## src/rtl/encrypt_config.sv

```systemverilog
// Shared types and defaults for the encrypt pipeline's XOR-key stage.
package encrypt_config;

  localparam int KEY_BYTES_DEF = 4;

  typedef enum logic [1:0] {
    XK_IDLE = 2'd0,
    XK_LOAD = 2'd1,
    XK_RUN  = 2'd2
  } xor_key_state_t;

  typedef logic [7:0] byte_t;

  function automatic byte_t rol1(input byte_t b);
    return {b[6:0], b[7]};
  endfunction

endpackage

```

## src/rtl/encrypt_key_bank.sv

```systemverilog
// Key register file for the XOR-key stage: serial write port, indexed read mux.
// Optional XOR_KEY_ROLL_EN rotates every key byte left by 1 bit on each index wrap.
module encrypt_key_bank
  import encrypt_config::*;
#(
  parameter int KEY_BYTES = KEY_BYTES_DEF,
  parameter int IDX_W     = $clog2(KEY_BYTES)
) (
  input  logic             clk,
  input  logic             rst,
  input  logic             wr_en_i,
  input  logic [IDX_W-1:0] wr_idx_i,
  input  logic [7:0]       wr_data_i,
  input  logic [IDX_W-1:0] rd_idx_i,
  input  logic             xor_fire_i,
  output logic [7:0]       rd_data_o
);

  localparam logic [IDX_W-1:0] LAST_IDX = IDX_W'(KEY_BYTES - 1);

  byte_t bank_q [KEY_BYTES];
  byte_t bank_d [KEY_BYTES];
  logic  roll_s;

`ifdef XOR_KEY_ROLL_EN
  assign roll_s = xor_fire_i && (rd_idx_i == LAST_IDX);
`else
  logic unused_roll_s;
  assign unused_roll_s = xor_fire_i;
  assign roll_s        = 1'b0;
`endif

  // Roll and write never coincide: writes happen only while loading, XORs only in run.
  always_comb begin
    for (int k = 0; k < KEY_BYTES; k++) begin
      bank_d[k] = bank_q[k];
    end
    if (roll_s) begin
      for (int k = 0; k < KEY_BYTES; k++) begin
        bank_d[k] = rol1(bank_q[k]);
      end
    end else if (wr_en_i) begin
      bank_d[wr_idx_i] = wr_data_i;
    end else begin
      bank_d[0] = bank_q[0];
    end
  end

  // Key storage register file.
  always_ff @(posedge clk or negedge rst) begin
    if (!rst) begin
      for (int k = 0; k < KEY_BYTES; k++) begin
        bank_q[k] <= 8'h00;
      end
    end else begin
      for (int k = 0; k < KEY_BYTES; k++) begin
        bank_q[k] <= bank_d[k];
      end
    end
  end

  assign rd_data_o = bank_q[rd_idx_i];

endmodule

```

## src/rtl/encrypt_pipe_xor_key.sv

```systemverilog
// Final encrypt stage: XORs each valid byte with a rotating key under a 3-state FSM.
// Build option XOR_KEY_ROLL_EN enables per-wrap key rotation inside encrypt_key_bank.
module encrypt_pipe_xor_key
  import encrypt_config::*;
#(
  parameter int KEY_BYTES = KEY_BYTES_DEF
) (
  input  logic       clk,
  input  logic       rst,
  input  logic       en,
  input  logic       mode,
  input  logic [7:0] data_in,
  input  logic       key_load_start,
  input  logic       key_valid,
  input  logic [7:0] key_byte,
  output logic       en_out,
  output logic [7:0] data_out,
  output logic       key_ready
);

  localparam int               IDX_W    = $clog2(KEY_BYTES);
  localparam logic [IDX_W-1:0] LAST_IDX = IDX_W'(KEY_BYTES - 1);

  xor_key_state_t   state_q, state_d;
  logic [IDX_W-1:0] load_cnt_q, load_cnt_d;
  logic [IDX_W-1:0] key_idx_q, key_idx_d;
  logic             en_out_q, key_ready_q;
  logic [7:0]       data_out_q, data_out_d;
  logic             wr_en_s, xor_fire_s;
  logic [7:0]       key_s;

  encrypt_key_bank #(
    .KEY_BYTES (KEY_BYTES),
    .IDX_W     (IDX_W)
  ) u_key_bank (
    .clk        (clk),
    .rst        (rst),
    .wr_en_i    (wr_en_s),
    .wr_idx_i   (load_cnt_q),
    .wr_data_i  (key_byte),
    .rd_idx_i   (key_idx_q),
    .xor_fire_i (xor_fire_s),
    .rd_data_o  (key_s)
  );

  assign xor_fire_s = en && mode && (state_q == XK_RUN);

  // Next state, load counter, key index and key write strobe.
  always_comb begin
    state_d    = state_q;
    load_cnt_d = load_cnt_q;
    key_idx_d  = key_idx_q;
    wr_en_s    = 1'b0;
    if (xor_fire_s) begin
      key_idx_d = (key_idx_q == LAST_IDX) ? '0 : key_idx_q + IDX_W'(1);
    end else begin
      key_idx_d = key_idx_q;
    end
    case (state_q)
      XK_IDLE: state_d = XK_IDLE;
      XK_LOAD: begin
        // A start pulse in the same cycle restarts the load, so that byte is dropped.
        if (key_valid && !key_load_start) begin
          wr_en_s = 1'b1;
          if (load_cnt_q == LAST_IDX) begin
            state_d   = XK_RUN;
            key_idx_d = '0;
          end else begin
            load_cnt_d = load_cnt_q + IDX_W'(1);
          end
        end else begin
          wr_en_s = 1'b0;
        end
      end
      XK_RUN:  state_d = XK_RUN;
      default: state_d = XK_IDLE;
    endcase
    if (key_load_start) begin
      state_d    = XK_LOAD;
      load_cnt_d = '0;
    end else begin
      load_cnt_d = load_cnt_d;
    end
  end

  // Output byte: ciphertext only once a key is installed and mode selects encrypt.
  always_comb begin
    data_out_d = 8'h00;
    if (!en) begin
      data_out_d = 8'h00;
    end else if (xor_fire_s) begin
      data_out_d = data_in ^ key_s;
    end else begin
      data_out_d = data_in;
    end
  end

  // FSM, counters and registered outputs.
  always_ff @(posedge clk or negedge rst) begin
    if (!rst) begin
      state_q     <= XK_IDLE;
      load_cnt_q  <= '0;
      key_idx_q   <= '0;
      en_out_q    <= 1'b0;
      data_out_q  <= 8'h00;
      key_ready_q <= 1'b0;
    end else begin
      state_q     <= state_d;
      load_cnt_q  <= load_cnt_d;
      key_idx_q   <= key_idx_d;
      en_out_q    <= en;
      data_out_q  <= data_out_d;
      key_ready_q <= (state_d == XK_RUN);
    end
  end

  assign en_out    = en_out_q;
  assign data_out  = data_out_q;
  assign key_ready = key_ready_q;

endmodule

```

## config.mk

```make
export PLATFORM = sky130hd
export DESIGN_NAME = encrypt_pipe_xor_key
export DESIGN_NICKNAME = d
export VERILOG_FILES = /design/src/rtl/encrypt_config.sv /design/src/rtl/encrypt_key_bank.sv /design/src/rtl/encrypt_pipe_xor_key.sv
export SDC_FILE = /design/constraint.sdc
export NUM_CORES = 1
export LEC_CHECK = 0
export BUFFER_PORTS_ARGS = -buffer_cell sky130_fd_sc_hd__buf_2
export CAP_MARGIN = 15
export CELL_PAD_IN_SITES_DETAIL_PLACEMENT = 2
export CELL_PAD_IN_SITES_GLOBAL_PLACEMENT = 2
export CORE_ASPECT_RATIO = 1.75
export CORE_UTILIZATION = 44
export CTS_BUF_LIST = sky130_fd_sc_hd__clkbuf_4 sky130_fd_sc_hd__clkbuf_8
export CTS_CLUSTER_SIZE = 25
export DETAILED_ROUTE_END_ITERATION = 7
export PLACE_DENSITY_LB_ADDON = 0.1
export SETUP_SLACK_MARGIN = 0.2
export SYNTH_ARGS = -nofsm -noshare
export SYNTH_HDL_FRONTEND = slang
export SYNTH_SLANG_ARGS = --single-unit
```

## constraint.sdc

```tcl
create_clock -name clk -period 4.85 [get_ports clk]
set_clock_uncertainty 0.1 [all_clocks]
set_input_delay 0.485 -clock clk [delete_from_list [all_inputs] [get_ports clk]]
set_output_delay 0.485 -clock clk [all_outputs]
set_load 0.02 [all_outputs]
```

==> results.json <==
{
  "core_mm2": 0.00493,
  "ys_seq_elements": 48,
  "grt_usage_pct": 20.4,
  "hold_class": "primary input to flop",
  "netlist_instances": 160,
  "layout.nets": 224,
  "clk-insertion-delay-late_ns": 0.29,
  "layout-drive-gt1-share_pct": 39.8,
  "synth_ff_type": "dfrtp_1",
  "rows": 34,
  "layout.cells.non_filler": 250,
  "placed_cells": 240,
  "synth_edf_count": 0,
  "boundaryPins": 32,
  "synth-compound-area-share_pct": 4.36,
  "seq_area_mm2": 0.00120,
  "min_to": "data_out[0]",
  "viasPerCell": 5.66,
  "vias": 1414,
  "drcViolationCount": 0,
  "place.gp.congestion": 0.738,
  "dr.pass1.iters": 6,
  "wl_um": 5120,
  "critPathRequiredTime_ns": 4.98,
  "hold-worst-slack_ns": 0.272,
  "power_density_mw_per_mm2": 381,
  "antenna_left": 0,
  "cts_tree": "built",
  "min_period_ns": 2.00,
  "die_x_um": 55.9,
  "maxCapViolCount": 0,
  "critPathLaunchType": "flop",
  "syn_nets": 189,
  "status": "complete, no violations",
  "die_y_um": 96.3,
  "slew_headroom_pct": 34.7,
  "worst_pin_slew_ns": 0.980,
  "cts_buffers": 5,
  "drt_iter0_markers": 14,
  "yosysWarningCount": 0,
  "finalSetupTns_ns": 0,
  "fin_area_mm2": 0.00256,
  "start_util_pct": 45.3,
  "yosys-mux-area-fraction_pct": 29.1,
  "p_leak_uw": 0.00123,
  "multi_input_area_um2": 977,
  "synthAdderAreaFrac_pct": 3.92,
  "grt_pass1_wl_um": 8020,
  "utilization_pct": 51.8,
  "r2r_cells": 5,
  "cts.sinks": 48,
  "end_kind": "flop",
  "slew_viol_final": 0,
  "worst-setup-path-type": "flop to flop",
  "fill_cells": 502,
  "ys_seq_area_share_pct": 53.7,
  "synth.distinct_cells": 27,
  "synthXorXnorAreaFrac_pct": 0.392,
  "synth_top_family_by_area": "multiplexers",
  "grt_max_degree": 49,
  "worstReg2RegEnd": "data_out[2]",
  "wl_per_cell_um": 20.5,
  "cp.arrival_ns": 2.13,
  "max_freq_mhz": 500,
  "dp_hpwl_um": 3600,
  "antenna_found_initial": 0,
  "grt_pass1_vias": 1599,
  "hold_depth": 2,
  "ir_drop_mv": 0.229,
  "hold_violations": 0,
  "synth_simple_gate_area_share_pct": 5.93,
  "fin_crit_sh_pct": 41.2,
  "clock_path_buffers": 2,
  "areaGrowthSynthToFinish_pct": 14.4,
  "hold_path_startpoint": "data_in[0]",
  "overflow": 0,
  "reg2reg_setup_slack_ns": 2.85,
  "path_max_fanout": 8,
  "path_clk_slew_ns": 0.09,
  "setup_viol": 0,
  "async_flop_share_pct": 100,
  "h-tree-depth": 2,
  "syn_area_per_cell_um2": 14.0,
  "syn_area_mm2": 0.00224,
  "cts_root_buffer": "clkbuf_8",
  "r2r-start": "state_q[0]",
  "port_buffers": 31,
  "place_area_mm2": 0.00242,
  "dieArea_mm2": 0.00538,
  "rsz0062_at_grt": "false",
  "diodes": 0,
  "postCtsSetupBuffers": 0
}
cells by family (layout without fill, tap and decap cells):
kind of cell	Yosys count	after routing
xor+xnor	1	1
simple gates	23	23
compound gates	14	14
mux	58	58
fa+ha+maj	7	7
flops	48	48
buf+inv	9	45
through the flow:
step | power (uW) | worst slack [ns]
2_1_floorplan | 630 | 3.19
3_3_place_gp | 671 | 2.83
3_5_place_dp | 693 | 2.79
4_1_cts | 985 | 2.85
5_1_grt | 1030 | 2.76
6_report | 975 | 2.85
synthesized netlist by cell type (all sizes together), types with 2 or more instances:
library cell,number,area [um^2]
buf,5,42.5
ha,7,87.6
nand2,13,61.3
a211oi,2,15.0
mux2i,26,260
inv,4,15.0
nor2,2,7.51
a21oi,2,10.0
o22ai,8,50.1
dfrtp,48,1200
mux2,32,390
nand4b,2,23.8
area by class of cell:
cell class	count	share of cell area [%]
flip-flops and latches	48	47.0
multi-input cells	103	38.2
repair buffers	33	7.24
clock buffers	6	2.98
well taps	54	2.64
clock inverters	2	1.37
inverters	4	0.587
worst max-delay path by stage:
stage / cells past startpoint / startpoint / to
after floorplan: 6 / state_q[0] / u_key_bank.bank_q[0]
after global placement: 4 / en / data_out[2]
after detailed placement: 4 / en / data_out[2]
after CTS: 5 / state_q[0] / data_out[2]
after global routing: 5 / state_q[0] / data_out[2]
final: 5 / state_q[0] / data_out[2]
layer usage:
| metal | vias to the layer above | track usage (%) | part of all wire, % |
|---|---|---|---|
| li1 | 644 | - | - |
| met1 | 742 | 21.3 | 37 |
| met2 | 24 | 40.3 | 59 |
| met4 | 0 | 6.50 | 0.68 |
| met3 | 4 | 4.17 | 2.9 |
| met5 | - | 0 | 0 |
cells in the final DEF, fill, tap and decap left out, drive strengths merged, types with 2 or more instances in the layout:
cell / count
o22ai: 8
mux2i: 26
nand2: 13
inv: 4
ha: 7
clkbuf: 6
buf: 32
nor2: 2
a211oi: 2
nand4b: 2
dfrtp: 48
mux2: 32
a21oi: 2
repair_timing:
action / CTS / global route
hold endpoints to repair: 0 / 8
hold buffers: 0 / 1
resized for setup: 0 / 0
worst max-delay path, stage by stage, from the launching register on:
cell and delay [ns]:
dfrtp_1 0.41, inv_1 0.06, ha_1 0.23, nand4_1 0.44, o22ai_1 0.47, mux2i_1 0.22
report_power, final:
part | leakage [uW] | switching, uW | internal [uW]
Sequential | 0.000620 | 40.7 | 476
Clock | 0.0000586 | 131 | 159
Combinational | 0.000555 | 75.0 | 93.2
Total | 0.00123 | 247 | 728
registers in the layout, summed over array words and instances, names as in the netlist:
register / count
data_out: 8
en_out: 1
key_idx_q: 2
key_ready: 1
load_cnt_q: 2
state_q: 2
u_key_bank.bank_q: 32
Power figures use the tool's default switching activity.
